$ cat config.mk
export PLATFORM = sky130hd
export DESIGN_NAME = mem_ctrl
export DESIGN_NICKNAME = d
export VERILOG_FILES = /design/src/rtl/mem_ctrl_pkg.sv /design/src/rtl/mem_ctrl.sv
export SDC_FILE = /design/constraint.sdc
export NUM_CORES = 1
export LEC_CHECK = 0
export ABC_AREA = 1
export BUFFER_PORTS_ARGS = -buffer_cell sky130_fd_sc_hd__clkbuf_2
export CORE_ASPECT_RATIO = 1.1
export CORE_MARGIN = 3
export CORE_UTILIZATION = 30
export CTS_BUF_LIST = sky130_fd_sc_hd__clkbuf_4 sky130_fd_sc_hd__clkbuf_8 sky130_fd_sc_hd__clkbuf_16
export CTS_CLUSTER_SIZE = 16
export DETAILED_ROUTE_END_ITERATION = 8
export HOLD_SLACK_MARGIN = 0.1
export PLACE_DENSITY_LB_ADDON = 0.12
export SYNTH_ARGS = -nofsm -noshare
export SYNTH_HDL_FRONTEND = slang
export SYNTH_SLANG_ARGS = --single-unit
$ cat constraint.sdc
create_clock -name clk_in -period 5.55 [get_ports clk_in]
set_input_delay 1.11 -clock clk_in [delete_from_list [all_inputs] [get_ports clk_in]]
set_output_delay 1.11 -clock clk_in [all_outputs]
set_load 0.05 [all_outputs]
$ cat src/rtl/mem_ctrl_pkg.sv
// mem_ctrl_pkg -- shared CPU defines used by the memory controller.
//   IO_SEL_DEFAULT : addr[17:16] value that selects the memory-mapped I/O region
//   mc_state_e     : memory controller FSM states
//   CNT_W/CNT_LAST : fetch byte counter width and terminal value
//   byte_addr()    : 32-bit wrapping base + byte offset
package mem_ctrl_pkg;

   localparam logic [1:0] IO_SEL_DEFAULT = 2'b11;

   localparam int unsigned CNT_W = 3;
   localparam logic [CNT_W-1:0] CNT_ZERO = '0;
   localparam logic [CNT_W-1:0] CNT_ONE  = 3'd1;
   localparam logic [CNT_W-1:0] CNT_LAST = 3'd4;

   typedef enum logic {
      IDLE    = 1'b0,
      IF_BUSY = 1'b1
   } mc_state_e;

   // Plain 32-bit add: carries out of bit 31 are dropped, so addresses wrap.
   function automatic logic [31:0] byte_addr(input logic [31:0] base,
                                             input logic [CNT_W-1:0] off);
      return base + {{(32 - CNT_W){1'b0}}, off};
   endfunction

endpackage

$ cat src/rtl/mem_ctrl.sv
// mem_ctrl -- byte-wide RAM arbiter between the load/store buffer and
// instruction fetch.
//   clk_in, rst_in (sync, active-high), rdy_in (low freezes all state)
//   control_hazard : ROB flush, returns to IDLE and drops any fetch
//   io_buffer_full : UART TX full, blocks grants into the I/O region
//   mem_din/mem_dout/mem_a/mem_wr : byte RAM port (read data one cycle late)
//   slb_req/slb_addr/slb_wr/slb_dout -> slb_grant/slb_din : one byte per grant
//   if_req/if_addr -> if_done/if_inst : 4-byte little-endian fetch burst
module mem_ctrl
   import mem_ctrl_pkg::*;
#(
   parameter logic [1:0] IO_SEL = IO_SEL_DEFAULT
) (
   input  logic        clk_in,
   input  logic        rst_in,
   input  logic        rdy_in,
   input  logic        control_hazard,
   input  logic        io_buffer_full,
   input  logic [7:0]  mem_din,
   output logic [7:0]  mem_dout,
   output logic [31:0] mem_a,
   output logic        mem_wr,
   input  logic        slb_req,
   input  logic [31:0] slb_addr,
   input  logic        slb_wr,
   input  logic [7:0]  slb_dout,
   output logic        slb_grant,
   output logic [7:0]  slb_din,
   input  logic        if_req,
   input  logic [31:0] if_addr,
   output logic        if_done,
   output logic [31:0] if_inst
);

   mc_state_e          state, state_nxt;
   logic [CNT_W-1:0]   cnt, cnt_nxt;
   logic [31:0]        fetch_addr, fetch_addr_nxt;
   logic [31:0]        if_inst_nxt;
   logic               if_done_nxt;
   logic               io_blocked;

   assign slb_din = mem_din;

   // Depends only on address and full flag, never on slb_wr/slb_dout.
   assign io_blocked = (slb_addr[17:16] == IO_SEL) && io_buffer_full;

   always_ff @(posedge clk_in) begin
      state      <= state_nxt;
      cnt        <= cnt_nxt;
      fetch_addr <= fetch_addr_nxt;
      if_inst    <= if_inst_nxt;
      if_done    <= if_done_nxt;
   end

   always_comb begin
      state_nxt      = state;
      cnt_nxt        = cnt;
      fetch_addr_nxt = fetch_addr;
      if_inst_nxt    = if_inst;
      if_done_nxt    = if_done;
      slb_grant      = 1'b0;
      mem_a          = '0;
      mem_dout       = '0;
      mem_wr         = 1'b0;

      if (rst_in) begin
         state_nxt   = IDLE;
         cnt_nxt     = '0;
         if_inst_nxt = '0;
         if_done_nxt = 1'b0;
      end else if (!rdy_in) begin
         // Frozen mid-burst: re-present the address whose byte is captured
         // next, so mem_din still holds it when rdy_in returns.
         if (state == IF_BUSY && cnt != CNT_ZERO && cnt <= CNT_LAST) begin
            mem_a = byte_addr(fetch_addr, cnt - CNT_ONE);
         end else if (state == IF_BUSY) begin
            mem_a = fetch_addr;
         end
      end else begin
         if_done_nxt = 1'b0;
         unique case (state)
            IDLE: begin
               if (!control_hazard) begin
                  if (slb_req) begin
                     if (!io_blocked) begin
                        slb_grant = 1'b1;
                        mem_a     = slb_addr;
                        mem_dout  = slb_dout;
                        mem_wr    = slb_wr;
                     end
                  end else if (if_req) begin
                     state_nxt      = IF_BUSY;
                     fetch_addr_nxt = if_addr;
                     cnt_nxt        = '0;
                  end
               end
            end

            IF_BUSY: begin
               if (cnt < CNT_LAST) begin
                  mem_a = byte_addr(fetch_addr, cnt);
               end
               if (control_hazard) begin
                  state_nxt = IDLE;
                  cnt_nxt   = '0;
               end else begin
                  // mem_din now carries the byte addressed at cnt-1.
                  case (cnt)
                     3'd1:    if_inst_nxt[7:0]   = mem_din;
                     3'd2:    if_inst_nxt[15:8]  = mem_din;
                     3'd3:    if_inst_nxt[23:16] = mem_din;
                     3'd4:    if_inst_nxt[31:24] = mem_din;
                     default: ;
                  endcase
                  if (cnt >= CNT_LAST) begin
                     state_nxt   = IDLE;
                     cnt_nxt     = '0;
                     if_done_nxt = 1'b1;
                  end else begin
                     cnt_nxt = cnt + CNT_ONE;
                  end
               end
            end

            default: begin
               state_nxt = IDLE;
               cnt_nxt   = '0;
            end
         endcase
      end
   end

endmodule
After elaboration in Yosys (flattened, before gate mapping)
Cells that the tools add are included.
{ "totals": {"register_bits": 69, "input_bits": 88, "output_inout_bits": 83, "wordCells": 79} }
{ "classes": {"n_addsub": 4, "order_cmp": 3, "eq_ne": 8, "muxes": 42, "bitwise": 4, "reduce_logical": 10} }
{ "ops": {"columns": ["op", "count"], "rows": [
  ["$mux 32", 8],
  ["$add 32x3->32", 2],
  ["$pmux 32 s2", 1],
  ["$mux 8", 6],
  ["$mux 1", 20],
  ["$reduce_and 4->1", 5],
  ["$mux 3", 5],
  ["$eq 3x2->1 const B", 2],
  ["$ne 2x2->1 const B", 3],
  ["$pmux 3 s2", 1],
  ["$reduce_and 6->1", 1],
  ["$not 1->1", 4],
  ["$add 3x1->3 const B", 1],
  ["$eq 3x1->1 const B", 1],
  ["$eq 3x3->1 const B", 1],
  ["$ge 3x3->1 const B", 1],
  ["$le 3x3->1 const B", 1],
  ["$logic_and 1x1->1", 3],
  ["$lt 3x3->1 const B", 1],
  ["$reduce_bool 3->1", 1],
  ["$sub 3x1->3 const B", 1],
  ["$eq 2x2->1 const B", 1],
  ["$pmux 1 s2", 1]
]} }

Depth between registers and ports, before layout
Gate-level depths: netlist (run 1).
{ "depth": {"word_depth": 8, "ltp_mapped": 16} }

Worst setup path before layout (run 1)
OpenSTA, ideal clock, no wires.
{ "synth_path": {"path_kind": "input-to-output", "start": "input rdy_in", "end": "output mem_dout[0]", "t_arrival_ns": 3.497, "required_time_ns": 4.440, "setup_slack_ns": 0.943, "cell_stages": 7, "path_buffers": 1, "cell_sequence": "buf_2 inv_2 nor2_1 clkinv_1 nor2_1 clkinv_1 nor2_1"} }
{ "synth_between": {"elab_chain_len": 2} }
{ "synth_rtl": {"columns": ["item", "line_no", "text"], "rows": [
  ["from (decl)", "mem_ctrl.sv:16", "input logic rdy_in,"],
  ["$mux 8", "mem_ctrl.sv:71", "end else if (!rdy_in) begin"],
  ["$mux 8", "mem_ctrl.sv:66", "if (rst_in) begin"],
  ["to (decl)", "mem_ctrl.sv:20", "output logic [7:0] mem_dout,"]
]} }
No other way between the ends.

Worst setup path after layout (run 1)
{ "layout_path": {"start": "register cnt[0]", "end": "output mem_a[14]"} }
{ "layout_between": {"elab_chain_len": 6, "word_cells_on_any_way": 13, "cone_classes": "add/sub (3); order compare (2); mux (5); reduce/logical (3)"} }
{ "layout_rtl": {"columns": ["item", "line_no", "text"], "rows": [
  ["from (decl)", "mem_ctrl.sv:36", "logic [CNT_W-1:0] cnt, cnt_nxt;"],
  ["from (signal assigned)", "mem_ctrl.sv:49", "cnt <= cnt_nxt;"],
  ["parallel branches: the longest is 4 deep, another holds $add 32x3->32", null, null],
  ["$mux 32 *", "mem_ctrl.sv:71", null],
  ["$mux 32 *", "mem_ctrl.sv:66", null],
  ["to (decl)", "mem_ctrl.sv:21", "output logic [31:0] mem_a,"]
]} }
Mark *: on every way between the ends.

==> results of run 1 <==
## state kept, by name, indices dropped and copies added (netlist names)
signal      cells
if_done         1
cnt             3
if_inst        32
state           1
fetch_addr     32
## kinds of logic (layout without fill, tap and decap cells)
group / after synthesis / count (layout) / share of synthesized area
adders and majority gates: 16 / 16 / 0.0405
AOI/OAI and AO/OA: 112 / 112 / 0.113
DFF: 69 / 69 / 0.320
and+or+nand+nor: 529 / 529 / 0.416
buffers and inverters: 147 / 313 / 0.110
## through the flow
| stage | total power [µW] | utilization | area, µm² | worst slack [ps] | instances |
|---|---|---|---|---|---|
| after floorplan | 694 | - | 5320 | 943 | 873 |
| after global placement | 773 | 0.371 | 6390 | 1350 | 1257 |
| after detailed placement | 774 | 0.371 | 6390 | 1360 | 1257 |
| after CTS | 1410 | 0.390 | 6710 | 1130 | 1273 |
| after global routing | 1450 | 0.390 | 6710 | 893 | 1273 |
| final | 1390 | 0.390 | 6710 | 1160 | 1273 |
## layout make-up
class	instances	area, µm²
Multi-Input combinational cell	657	3030
Timing Repair Buffer	179	918
Clock buffer	11	264
Clock inverter	5	62.6
Sequential cell	69	1700
Tap cell	234	293
Fill cell	1924	10500
Inverter	118	443
## worst min path at each step
stage / depth (start not counted) / end / startpoint / slack [ps]
global placement: 2 / if_inst[20] / if_inst[20] / 460
CTS: 2 / if_done / if_done / 480
floorplan: 1 / cnt[0] / cnt[0] / 480
detailed placement: 2 / if_done / if_done / 470
finish: 2 / if_done / if_done / 480
global route: 2 / if_inst[8] / if_inst[8] / 510
## worst reg2reg max path: stages (launching register included)
cell	delay, ps
dfxtp_1	310
buf_4	340
nand2_1	160
inv_1	130
nand3_1	110
nor2_1	510
inv_1	310
nor2_1	150
nor2_1	60
## routing by layer
layer	vias up	global-route usage
li1	3106	-
met1	2642	0.251
met2	211	0.326
met3	28	0.0581
met4	0	0.0722
met5	-	0
## power groups by stage
stage                     Combinational, µW  Clock [µW]  Sequential, µW
after floorplan                         144           0             550
after global placement                  222           0             552
after detailed placement                222           0             552
after CTS                               223         646             541
after global routing                    242         668             541
final                                   220         626             541
## cells in the mapped netlist (all sizes together), types with 6 or more instances
master,number
nand2,253
nor2,166
inv,116
nand3,88
o21ai,70
dfxtp,37
edfxtp,32
a21oi,27
buf,17
ha,14
nor3,14
clkbuf,12
nand4,6
==> key figures, run 1 <==
Status
  • Outcome: completed

Detailed routing
  • DR DRC count: 0
  • Routed vias/inst: ~4.7
  • Vias: around 6000
  • Top layer in use: met4
  • WL met2: between 8000 and 9000 µm
  • 1st-pass router iterations: 5
  • Met3 Wirelength: 1610 µm
  • DRT met1 WL: between 8000 and 9000 µm
  • Antenna viol nets, final: 0
  • DR iter-0 viols: between 300 and 400
  • Routed len/inst: between 15 and 20 µm
  • Routed WL: between 15000 and 20000 µm

Cells and area
  • Antenna Diode Count: 0
  • Layout cells sized above 1: 0.206
  • Leading cell type in the layout, fill and taps excluded: nand2_1
  • Commonest cells after routing, fill and taps aside: nand2_1, clkbuf_2, nor2_1
  • Fin nets: 1138
  • Area grow syn2layout: 26.3%

Logic synthesis
  • Syn Area/Cell: 6.09 µm²
  • Synth area leaders: edfxtp_1, nand2_1, dfxtp_1, nor2_1, nand3_1
  • Commonest register cell after synthesis: dfxtp_1
  • Post-synth EDFFs: 32
  • Netlist cell types: 32
  • Seq cells post-synth: between 60 and 70
  • Sequential share of the synthesized area: 0.320
  • Synth area leader: edfxtp_1
  • Async SR Flop Fraction: 0
  • Ys Warns: 0
  • Area of the mapped netlist: between 5000 and 6000 µm²
  • Net Count, Synth: 977
  • Gate Count Post-Synth: between 800 and 900
  • Share of the synthesized area in the top cell type: 0.181

Critical path
  • Req. time, crit path: around 4400 ps
  • Crit end category: output pin
  • Critical path's top delay family: adder cells
  • Reg2reg end: if_inst[31]
  • CP Cell Sequence: inv_1 > ha_1 > ha_1 > inv_1 > ha_1 > nand2_1 > a21oi_1 > nand3_4 > nor2_4 > inv_1 > nor3_1 > nor2_1 > nor2_1 > clkbuf_2
  • WP data arrival: approximately 3300 ps
  • Critical Path Fanout Max: 7
  • Crit. path cell count: 14
  • CP bufs+invs: 4
  • Worst r2r src: state
  • Crit start category: register
  • Flop-to-flop setup slack: around 3400 ps
  • Crit path launch: cnt[0]
  • Worst Setup EP: mem_a[14]
  • R2R depth: 8
  • Setup CP Type: register to output pin
  • Slowest CP cell: dfxtp_1
  • Delay of the slowest critical-path stage: around 430 ps

Global routing
  • Initial antenna violation count: 0
  • First-pass GRT wire length: 30800 µm
  • Vias in the first global route: ~5700
  • Tot GR Track Use: 0.200
  • Largest net degree at the start of global routing: 44
  • Grt total ovfl: 0

Timing
  • Final setup viols: 0
  • Min Hold Slack: just under 500 ps
  • Rel. slew slack: 0.483
  • Final hold viol count: 0
  • Slew @ Worst Pin: about 770 ps
  • Fmax: roughly 230 MHz
  • RSZ-0062 raised after global routing: false
  • Final setup skew: roughly 11 ps
  • Setup TNS: 0 ps
  • Min cycle time layout: 4390 ps
  • Max-slew violations: 0
  • Fin crit share: 0.790

Power and ir drop
  • Comb pwr share: 0.159
  • Clock power share: 0.452
  • Switching portion of total power: 0.285
  • P_leak: ~0.0033 µW
  • Sequential share of power: 0.390
  • NetSw: between 300 and 400 µW
  • Pwr dens: approximately 210 nW/µm²
  • Internal power: 991 µW
  • Max IR drop VDD: between 0.00015 and 0.0002 V

Clock network
  • Clk root buf: clkbuf_16
  • H-tree depth: 3
  • Clock buffer depth: 2
  • CTS tree: yes
  • CTS Buf Count: 9
  • CTS sink cnt: 69
  • Clock transition at path regs: about 60 ps
  • # resized after CTS: 0
  • Postcts setup bufs: 0
  • Clk_lat worst skew: 350 ps
  • Hold Buf Count CTS: 0

Die
  • Core area: 17200 µm²
  • # rows: 50
  • Die area: approximately 19000 µm²
  • Die W: 133 µm
  • I/O pin count: 171
  • Initial Utilization: 0.309
  • Height of the die: approximately 150 µm

Place
  • IO buf count: 170
  • Global placement routability congestion: approximately 0.85
  • Post-DP HPWL: 15200 µm

Hold path
  • Hold Crit Class: register to register

Job
  • Max-Cap Viols: 0
Power figures use the tool's default switching activity.
==> run 2: changes to the inputs <==
- clock period: 5.55 -> 3.87 ns (I/O delays scaled with it)
==> run 2 against run 1 <==
- sequential power is 43% higher
- register-to-register slack worse by 1600 ps
- routed wire length is 1.8% lower
- critical endpoint is now mem_a[12]
- largest cell class unchanged
- largest power group unchanged
==> key figures, run 2 (synthesis gave the netlist of run 1 again) <==
Die
  • Initial Utilization: 0.309
  • Die W: 133 µm
  • Height of the die: 146 µm
  • Core area: 17200 µm²
  • Die area: a little under 20000 µm²
  • # rows: 50
  • I/O pin count: approximately 170

Detailed routing
  • Top layer in use: met4
  • Routed vias/inst: 4.67
  • Routed len/inst: around 15 µm
  • Vias: between 5000 and 6000
  • DRT met1 WL: 8400 µm
  • WL met2: between 8000 and 9000 µm
  • Antenna viol nets, final: 0
  • Met3 Wirelength: about 1500 µm
  • Routed WL: around 19000 µm
  • 1st-pass router iterations: 5
  • DR DRC count: 0
  • DR iter-0 viols: between 400 and 500

Clock network
  • Hold Buf Count CTS: 0
  • Clk_lat worst skew: between 300 and 400 ps
  • Clk root buf: clkbuf_16
  • Clock buffer depth: 2
  • Clock transition at path regs: around 60 ps
  • H-tree depth: 3
  • CTS sink cnt: between 60 and 70
  • CTS tree: yes
  • CTS Buf Count: 9

Critical path
  • Crit start category: register
  • Crit end category: output pin
  • Critical Path Fanout Max: 7
  • WP data arrival: between 2000 and 3000 ps
  • Setup CP Type: register to output pin
  • Slowest CP cell: dfxtp_2
  • CP bufs+invs: 4
  • Req. time, crit path: ~3100 ps
  • Critical path's top delay family: simple AND/OR/NAND/NOR gates
  • CP dominant cell by count: inv_1
  • Delay of the slowest critical-path stage: about 360 ps
  • CP Cell Sequence: inv_1 > ha_2 > ha_1 > inv_1 > ha_4 > nand2_1 > a21oi_2 > nand3_4 > nor2_4 > inv_1 > nor2_1 > nor3_1 > nor2_1 > buf_6

Timing
  • RSZ-0062 raised after global routing: false
  • Min cycle time layout: 3670 ps
  • Slew @ Worst Pin: 547 ps
  • Final setup skew: 11.8 ps
  • Max-slew violations: 0
  • Final worst slack: 198 ps
  • Final hold viol count: 0
  • Fin crit share: 0.949
  • Final setup viols: 0
  • Rel. slew slack: 0.634
  • Fmax: between 200 and 300 MHz

Cells and area
  • FF+latch area: ~1700 µm²
  • Leading cell type in the layout, fill and taps excluded: nand2_1
  • # fillers: roughly 1900
  • Commonest cells after routing, fill and taps aside: nand2_1, clkbuf_2, nor2_1
  • Area grow syn2layout: 28.3%
  • Top flop regs: fetch_addr: 32 flops, if_inst: 32 flops, cnt: 3 flops
  • Layout cells sized above 1: 0.214
  • Multi-input logic area: ~3000 µm²
  • Antenna Diode Count: 0
  • Fin nets: ~1100
  • Fin util: 0.396

Global routing
  • Grt total ovfl: 0
  • Vias in the first global route: about 5800
  • First-pass GRT wire length: around 30000 µm
  • Tot GR Track Use: 0.198
  • Largest net degree at the start of global routing: 53
  • Initial antenna violation count: 0

Place
  • Post-DP HPWL: about 15000 µm
  • Pre-CTS WS: 277 ps
  • IO buf count: 170
  • Global placement routability congestion: around 0.91

Job
  • Max-Cap Viols: 0

Power and ir drop
  • Max IR drop VDD: 0.000165 V
  • Pwr dens: between 200 and 300 nW/µm²
  • P_leak: 0.00334 µW

Hold path
  • Hold Crit Class: register to register

Status
  • Outcome: completed
run 2: cell types whose count changed in the layout (fill, tap and decap cells not counted), moves of 2 or more:
| cell | previous run | this run |
|---|---|---|
| buf_12 | 0 | 4 |
| clkbuf_4 | 0 | 3 |
| buf_2 | 0 | 2 |
| ha_1 | 14 | 12 |
| clkbuf_2 | 170 | 161 |
| buf_4 | 9 | 13 |
run 2: through the flow:
stage / hold WS (ps) / cells / area [µm²] / TNS (ps) / total power, µW
final: 472 / 1277 / 6820 / 0 / 1930
after global routing: 499 / 1277 / 6820 / 0 / 2020
after CTS: 477 / 1277 / 6790 / 0 / 1960
after detailed placement: 468 / 1261 / 6480 / 0 / 1120
after global placement: 461 / 1261 / 6480 / 0 / 1120
after floorplan: 478 / 873 / 5320 / -587 / 995
run 2: cell type report:
cell class	count	area share
multi-input combinational	657	0.449
timing repair buffer	183	0.150
clock inverter	4	0.00422
sequential	69	0.250
tap	234	0.0429
clock buffer	12	0.0398
inverter	118	0.0650
run 2: timing repair:
| item | in CTS | in global routing |
|---|---|---|
| buffers inserted | 0 | 0 |
| endpoints found under the setup margin | 4 | 24 |
| pin swaps | 0 | 3 |
| resized for setup | 3 | 16 |
| hold endpoints to repair | 0 | 0 |
run 2: power breakdown:
part | switching [µW] | leakage, µW | internal (µW)
logic | 223 | 0.00260 | 104
clock network | 327 | 0.000152 | 500
registers | 7.44 | 0.000587 | 768
total | 557 | 0.00334 | 1370
run 2: metal layers:
metal,up-vias,GRT usage
met5,-,0
met4,0,0.0691
met3,21,0.0571
met2,180,0.327
met1,2653,0.245
li1,3110,-
run 2: worst paths after layout:
check          start     endpoint  slack (ps)  cells after the start
max           cnt[1]    mem_a[12]         200                     14
min          if_done      if_done         470                      2
max reg2reg    state  if_inst[31]        1780                      8
min reg2reg  if_done      if_done         470                      2
run 2: tightest hold or removal path: stages (launching register included):
cell,delay [ps]
dfxtp_1,310
nand2_1,60
a21oi_1,60
